--- src/rtl/core_seq_ctrl.sv ---
// Program-run sequencer: loads instruction memory, runs the core until halt or
// timeout, then stalls the core and streams the data memory out.
module core_seq_ctrl #(
  parameter int unsigned WORD       = 32,
  parameter int unsigned W_OPR      = 32,
  parameter int unsigned ADDR       = 8,
  parameter int unsigned DUMP_WORDS = 256,
  parameter int unsigned MAX_CYCLES = 100000
) (
  input  logic             clk,
  input  logic             reset,
  input  logic             start_i,
  input  logic             load_valid_i,
  input  logic [WORD-1:0]  load_data_i,
  input  logic             load_last_i,
  output logic             load_ready_o,
  output logic             core_reset_o,
  output logic             core_stall_o,
  input  logic             core_hlt_i,
  input  logic [ADDR-1:0]  core_inst_addr_i,
  input  logic [ADDR-1:0]  core_ldst_addr_i,
  input  logic             core_ldst_write_i,
  output logic [ADDR-1:0]  imem_addr_o,
  output logic [WORD-1:0]  imem_data_o,
  output logic             imem_write_o,
  output logic [ADDR-1:0]  dmem_addr_o,
  output logic             dmem_write_o,
  input  logic [W_OPR-1:0] dmem_q_i,
  output logic             dump_valid_o,
  output logic [ADDR-1:0]  dump_addr_o,
  output logic [W_OPR-1:0] dump_data_o,
  output logic [31:0]      cycle_cnt_o,
  output logic             timeout_o,
  output logic             done_o
);

  typedef enum logic [2:0] {StIdle, StLoad, StRun, StDump, StDone} state_e;

  // Dump counter is one bit wider so it can reach DUMP_WORDS == DEPTH.
  localparam logic [ADDR:0] DumpEnd   = (ADDR+1)'(DUMP_WORDS);
  localparam logic [31:0]   CycleLast = 32'(MAX_CYCLES - 1);

  state_e          state_q, state_d;
  logic [ADDR-1:0] load_cnt_q, load_cnt_d;
  logic [ADDR:0]   dump_cnt_q, dump_cnt_d;
  logic [31:0]     cycle_cnt_q, cycle_cnt_d;
  logic            timeout_q, timeout_d;
  logic            dump_valid_q, dump_valid_d;
  logic [ADDR-1:0] dump_addr_q, dump_addr_d;

  always_comb begin
    state_d      = state_q;
    load_cnt_d   = load_cnt_q;
    dump_cnt_d   = dump_cnt_q;
    cycle_cnt_d  = cycle_cnt_q;
    timeout_d    = timeout_q;
    dump_valid_d = 1'b0;
    dump_addr_d  = dump_addr_q;
    load_ready_o = 1'b0;
    core_reset_o = 1'b1;
    core_stall_o = 1'b1;
    imem_addr_o  = '0;
    imem_data_o  = '0;
    imem_write_o = 1'b0;
    dmem_addr_o  = '0;
    dmem_write_o = 1'b0;
    done_o       = 1'b0;

    unique case (state_q)
      StIdle: begin
        core_reset_o = 1'b0;
        if (start_i) begin
          state_d     = StLoad;
          load_cnt_d  = '0;
          cycle_cnt_d = '0;
          timeout_d   = 1'b0;
        end
      end
      StLoad: begin
        core_reset_o = 1'b0;
        load_ready_o = 1'b1;
        imem_addr_o  = load_cnt_q;
        imem_data_o  = load_data_i;
        imem_write_o = load_valid_i;
        if (load_valid_i) begin
          load_cnt_d = load_cnt_q + 1'b1;
          // Top address is the last slot; never wrap over earlier words.
          if (load_last_i || load_cnt_q == '1) begin
            state_d = StRun;
          end
        end
      end
      StRun: begin
        core_stall_o = 1'b0;
        imem_addr_o  = core_inst_addr_i;
        dmem_addr_o  = core_ldst_addr_i;
        dmem_write_o = core_ldst_write_i;
        dump_cnt_d   = '0;
        if (cycle_cnt_q != '1) begin
          cycle_cnt_d = cycle_cnt_q + 32'd1;
        end
        if (core_hlt_i) begin
          state_d = StDump;
        end else if (cycle_cnt_q == CycleLast) begin
          state_d   = StDump;
          timeout_d = 1'b1;
        end
      end
      StDump: begin
        if (dump_cnt_q < DumpEnd) begin
          dmem_addr_o  = dump_cnt_q[ADDR-1:0];
          dump_valid_d = 1'b1;
          dump_addr_d  = dump_cnt_q[ADDR-1:0];
          dump_cnt_d   = dump_cnt_q + 1'b1;
        end else begin
          // Last beat is on the output this cycle.
          state_d = StDone;
        end
      end
      StDone: begin
        done_o = 1'b1;
        if (start_i) begin
          state_d     = StLoad;
          load_cnt_d  = '0;
          cycle_cnt_d = '0;
          timeout_d   = 1'b0;
        end
      end
      default: state_d = StIdle;
    endcase
  end

  always_ff @(posedge clk) begin
    if (!reset) begin
      state_q      <= StIdle;
      load_cnt_q   <= '0;
      dump_cnt_q   <= '0;
      cycle_cnt_q  <= '0;
      timeout_q    <= 1'b0;
      dump_valid_q <= 1'b0;
      dump_addr_q  <= '0;
    end else begin
      state_q      <= state_d;
      load_cnt_q   <= load_cnt_d;
      dump_cnt_q   <= dump_cnt_d;
      cycle_cnt_q  <= cycle_cnt_d;
      timeout_q    <= timeout_d;
      dump_valid_q <= dump_valid_d;
      dump_addr_q  <= dump_addr_d;
    end
  end

  assign dump_valid_o = dump_valid_q;
  assign dump_addr_o  = dump_addr_q;
  assign dump_data_o  = dump_valid_q ? dmem_q_i : '0;
  assign cycle_cnt_o  = cycle_cnt_q;
  assign timeout_o    = timeout_q;

endmodule

--- config.mk ---
export PLATFORM = sky130hd
export DESIGN_NAME = core_seq_ctrl
export DESIGN_NICKNAME = d
export VERILOG_FILES = /design/src/rtl/core_seq_ctrl.sv
export SDC_FILE = /design/constraint.sdc
export NUM_CORES = 1
export LEC_CHECK = 0
export BUFFER_PORTS_ARGS = -buffer_cell sky130_fd_sc_hd__buf_2
export CAP_MARGIN = 20
export CORE_MARGIN = 5
export CORE_UTILIZATION = 46
export CTS_CLUSTER_SIZE = 14
export DETAILED_ROUTE_END_ITERATION = 8
export PLACE_DENSITY = 0.86
export SYNTH_ARGS = -nofsm -noshare
export SYNTH_HDL_FRONTEND = slang
export SYNTH_SLANG_ARGS = --single-unit
--- constraint.sdc ---
create_clock -name clk -period 2.7 [get_ports clk]
set_clock_uncertainty 0.05 [all_clocks]
set_input_delay 0.54 -clock clk [delete_from_list [all_inputs] [get_ports clk]]
set_output_delay 0.54 -clock clk [all_outputs]
set_load 0.01 [all_outputs]
* Yosys cells after proc, flatten, opt, wreduce, memory -nomap -nowiden
Index checks and enable logic that the tools add are counted.
** Cells by class
- $lt $le $gt $ge :: 1
- Shifts and indexed selects :: 0
- $add $sub $neg :: 3
- Div/mod/pow operators :: 0
- Reductions and logical operators :: 14
- Equality and inequality tests :: 16
- Multiply operators :: 0
- Multiplexer cells :: 31
- Bitwise operators :: 0
** Operator list (count)
- $mux 32 :: 4
- $pmux 32 s2 :: 1
- $pmux 8 s2 :: 3
- $add 32x1->32 const B :: 1
- $eq 32x17->1 const B :: 1
- $ne 32x32->1 const B :: 1
- $mux 8 :: 3
- $mux 3 :: 6
- $pmux 9 s2 :: 1
- $ne 2x2->1 const B :: 7
- $pmux 3 s4 :: 1
- $mux 1 :: 10
- $add 9x1->9 const B :: 1
- $lt 9x9->1 const B :: 1
- $mux 9 :: 1
- $add 8x1->8 const B :: 1
- $eq 8x8->1 const B :: 1
- $eq 3x2->1 const B :: 2
- $reduce_and 2->1 :: 3
- $reduce_and 3->1 :: 2
- $reduce_bool 2->1 :: 3
- $reduce_and 5->1 :: 1
- $reduce_and 4->1 :: 1
- $reduce_or 2->1 :: 2
- 7 further kinds :: 7
** Storage, ports and cells
- Latch bits :: 0
- Memory bits (writable) :: 0
- Memory bits (read-only) :: 0
- Flip-flop bits (word level) :: 62
- Output and inout port bits :: 128
- Memories :: 0

* Logic depth before layout (Yosys ltp)
- Depth after elaboration :: 5
- Depth in mapped cells :: 9
- Gate-level depth less buffers :: 7

* Least setup slack after synthesis
No wires, ideal clock.
- Path kind :: register -> register
- Start point :: register cycle_cnt_q[0] (netlist: cycle_cnt_o[0])
- End point :: register cycle_cnt_q[7] (netlist: cycle_cnt_o[7])
- Setup time :: 0.119 ns
- Arrival time :: 1.969 ns
- Slack :: 0.563 ns
- Required time :: 2.531 ns
- Stages on the path, launching flop included :: 9
- Cells stage by stage :: dfxtp_1 > ha_1 > nand3_2 > nor3_1 > and4_1 > buf_6 > buf_6 > nor3_1 > o221a_1
** Between the ends
- Word-level cells in the longest chain between the ends :: 3
** RTL lines
- start, declared :: line 46 : logic [31:0] cycle_cnt_q, cycle_cnt_d;
- start signal, assigned :: line 146 : cycle_cnt_q <= cycle_cnt_d;
- $add 32x1->32 / $ne 32x32->1 (equally long branches) :: line 100, 99
- $mux 32 / $ne 2x2->1 (equally long branches)
- $pmux 32 s2 / $reduce_and 3->1 (equally long branches)
Several ways; a longest one is shown, not always the timed one. The select of a mux whose other input is x is not followed.
A chain may end at the register's enable or synchronous reset.

* Worst setup path in the final report
- Start point :: register state_q[1]
- End point :: register cycle_cnt_q[9] (netlist: cycle_cnt_o[9])
** Between the ends
- Word-level cells in the longest chain between the ends :: 4
** RTL lines
- start, declared :: line 43 : state_e state_q, state_d;
- start signal, assigned :: line 135 : state_q <= StIdle;
- start signal, assigned :: line 143 : state_q <= state_d;
- $eq 3x3->1 / $logic_not 3->1 (equally long branches) :: line 69 : unique case (state_q)
- $reduce_or 2->1 (no source line)
- $ne 2x1->1 (no source line) / $reduce_bool 2->1 (equally long branches)
- $reduce_and 3->1 (no source line)
Several ways; a longest one is shown, not always the timed one.

==> flow_summary.yaml <==
timing:
  drv_slew: 0
  rsz0062_at_grt: "no"
  setup_viol: 0
  hold_violations: 0
  period_needed_ps: 2487
  post-route-period-util: 0.9211
  tns_ps: 0
  maxSlewHeadroom: 0.5276
  clock.fmax_mhz: 402.1
  tightest_slew_ps: 707.6
synth:
  synthCells: 511
  ys_top_cells_by_count: "73 x nand2_1, 71 x and2_1, 62 x dfxtp_1"
  async_flop_share: 0
  synthFlopType: "dfxtp_1"
  synth_most_common_cell: "nand2_1"
  ys_seq_area_frac: 0.3087
  ys_types: 72
  synth_nets: 601
  yosys.area.top_type: "dfxtp_1"
  yosysWarnings: 0
  synth_top_cell_area_share: 0.3087
  ys_ff_latch: 62
  synth_edf_count: 0
  syn-cell-area_mm2: 0.004020
  syn_area_per_cell_um2: 7.867
  synth_area_leaders: "dfxtp_1 31%, and2_1 11%, nand2_1 6.8%, nor2_1 3.1%, a21boi_0 2.4%"
layout:
  instances_no_fill: 829
  fillerInstances: 796
  fin_nets: 806
  postLayoutCellArea_mm2: 0.005331
  diodes: 0
  drive_above_1_share: 0.3689
  syn_to_final_growth_pct: 32.62
setup_path:
  path_max_fanout: 18
  ff2ff_setup_slack_ps: 210
  r2r_cells: 8
  path_class: "reg -> reg"
  cp-endpoint: "cycle_cnt_o[9]"
  cp.required_ps: 2880
  startpoint_type: "register"
  arrival_ps: 2670
  end_kind: "register"
  r2r_end: "cycle_cnt_o[9]"
  crit_start: "state_q[1]"
  r2r_start: "state_q[1]"
drt:
  wirelength_um: 13290
  vias: 4651
  first_iter_violations: 396
  drt-pass1-iter-count: 5
  drc: 0
  ant_nets: 0
  viasPerCell: 5.610
  wl_per_cell_um: 16.03
clocking:
  clockBufferDepth: 2
  clock_sinks: 62
  clkLatencyLatePin_ps: 350
  cts_root_buf: "clkbuf_8"
  cts_buffers: 9
  clk_pin_slew_worst_paths_ps: 70
  hold_buffers: 0
  cts_htree_levels: 3
  post-cts-setup-buffers: 0
  cts_tree: "done"
  post_cts_resized: 0
global_routing:
  grt_pass1_wl_um: 20340
  gr-usage-all-layers: 0.2358
  grt_max_degree: 44
  overflow: 0
  antenna_found_initial: 0
  grt_pass1_vias: 4204
min_path:
  hp-start: "dump_addr_o[0]"
  hp-class: "reg -> reg"
floorplanning:
  dieWidth_um: 103.5
  core_area_mm2: 0.008636
  dieHeight_um: 103.5
  initial_core_util: 0.4655
  row_count: 34
  die_area_mm2: 0.01071
  num_io_pins: 215
place:
  postPlaceCellArea_mm2: 0.005164
  globalplace.congestion: 0.9003
  place_inst: 813
  hpwl_um: 10120
  io_buffers: 214
power:
  switching_share: 0.3875
  ir_worst_vdd_mv: 0.2747
  p_comb_frac: 0.374
  pwr-share-seq: 0.365
  intPower_w: 0.001688
  power.density_mw_per_mm2: 516.8
  p_leak_nw: 2.510
  pwr-share-clk: 0.261
  p_sw_w: 0.001068
run_status:
  status: "finished clean"
run:
  cap_violations: 0
worst max-delay path, stage by stage (launching register included):
cell and delay, ps:
dfxtp_1 600, nand2b_2 160, nor2_4 130, inv_2 70, nor4_4 280, and4_1 450, buf_4 300, nor3_1 90
o221a_1 240
state kept, by name, indices dropped and copies added (netlist names):
register,cells
cycle_cnt_o,32
dump_addr_o,8
timeout_o,1
state_q,3
load_cnt_q,8
dump_cnt_q,9
dump_valid_o,1
final cells by class:
| class | count | area (µm²) | area share |
|---|---|---|---|
| Clock inverter | 5 | 36.28 | 0.006806 |
| Tap cell | 108 | 135.1 | 0.02535 |
| Clock buffer | 11 | 131.4 | 0.02464 |
| Inverter | 8 | 30.03 | 0.005632 |
| Sequential cell | 62 | 1241 | 0.2328 |
| Timing Repair Buffer | 227 | 1169 | 0.2192 |
| Multi-Input combinational cell | 408 | 2589 | 0.4856 |
layout by cell type, fill, tap and decap left out, drive strengths merged, types with 5 or more instances in the layout:
cell,Yosys,final
a22o,8,8
nand2,73,73
o21ai,21,21
clkinv,0,5
inv,8,8
nand2b,6,6
nor2b,5,5
a21boi,17,17
o221a,5,5
and4,7,7
or3,8,8
nand3,18,18
clkbuf,21,11
o32ai,6,6
a211oi,8,8
buf,12,227
o311ai,5,5
nand4,13,13
nor2,34,34
nor4,8,8
a21oi,14,14
and2,71,71
or4,5,5
nor3,13,13
dfxtp,62,62
layer usage:
metal  share of wire  global-route usage
met2            0.48              0.3902
met5               0                   0
met1            0.42              0.3064
met4           0.018             0.07171
met3           0.085             0.05298
worst min-delay path by stage:
stage / to / slack, ps / depth (start not counted)
2_1_floorplan: dump_cnt_q[4] / 430 / 2
3_3_place_gp: dump_addr_o[2] / 400 / 2
3_5_place_dp: dump_addr_o[0] / 410 / 2
4_1_cts: dump_addr_o[0] / 420 / 2
5_1_grt: dump_addr_o[0] / 430 / 2
6_report: dump_addr_o[0] / 420 / 2
power groups by stage:
stage	clock, W	sequential (W)	combinational (W)
floorplan	0	0.000998	0.000665
global placement	0	0.00102	0.00100
detailed placement	0	0.00102	0.00103
CTS	0.000735	0.00100	0.00103
global route	0.000779	0.00101	0.00113
finish	0.000718	0.00101	0.00103
cell families after synthesis:
logic type | share of synthesized area
AOI/OAI and AO/OA | 0.2291
xor gates and xnor gates | 0.01525
adders and majority gates | 0.009338
buffers and inverters | 0.04855
DFF | 0.3087
muxes | 0.002801
and+or+nand+nor | 0.3862
metrics by stage:
step	total power, W	hold slack (ps)	util	setup WS (ps)
6_report	0.002755	415.9	0.6174	213.1
5_1_grt	0.002924	433.0	0.6174	13.68
4_1_cts	0.002768	416.8	0.6174	202.1
3_5_place_dp	0.002051	406.7	0.5979	265.5
3_3_place_gp	0.002021	395.5	0.5979	371.6
2_1_floorplan	0.001662	427.1	-	562.6
No activity file was read; power rests on OpenSTA's default activity.
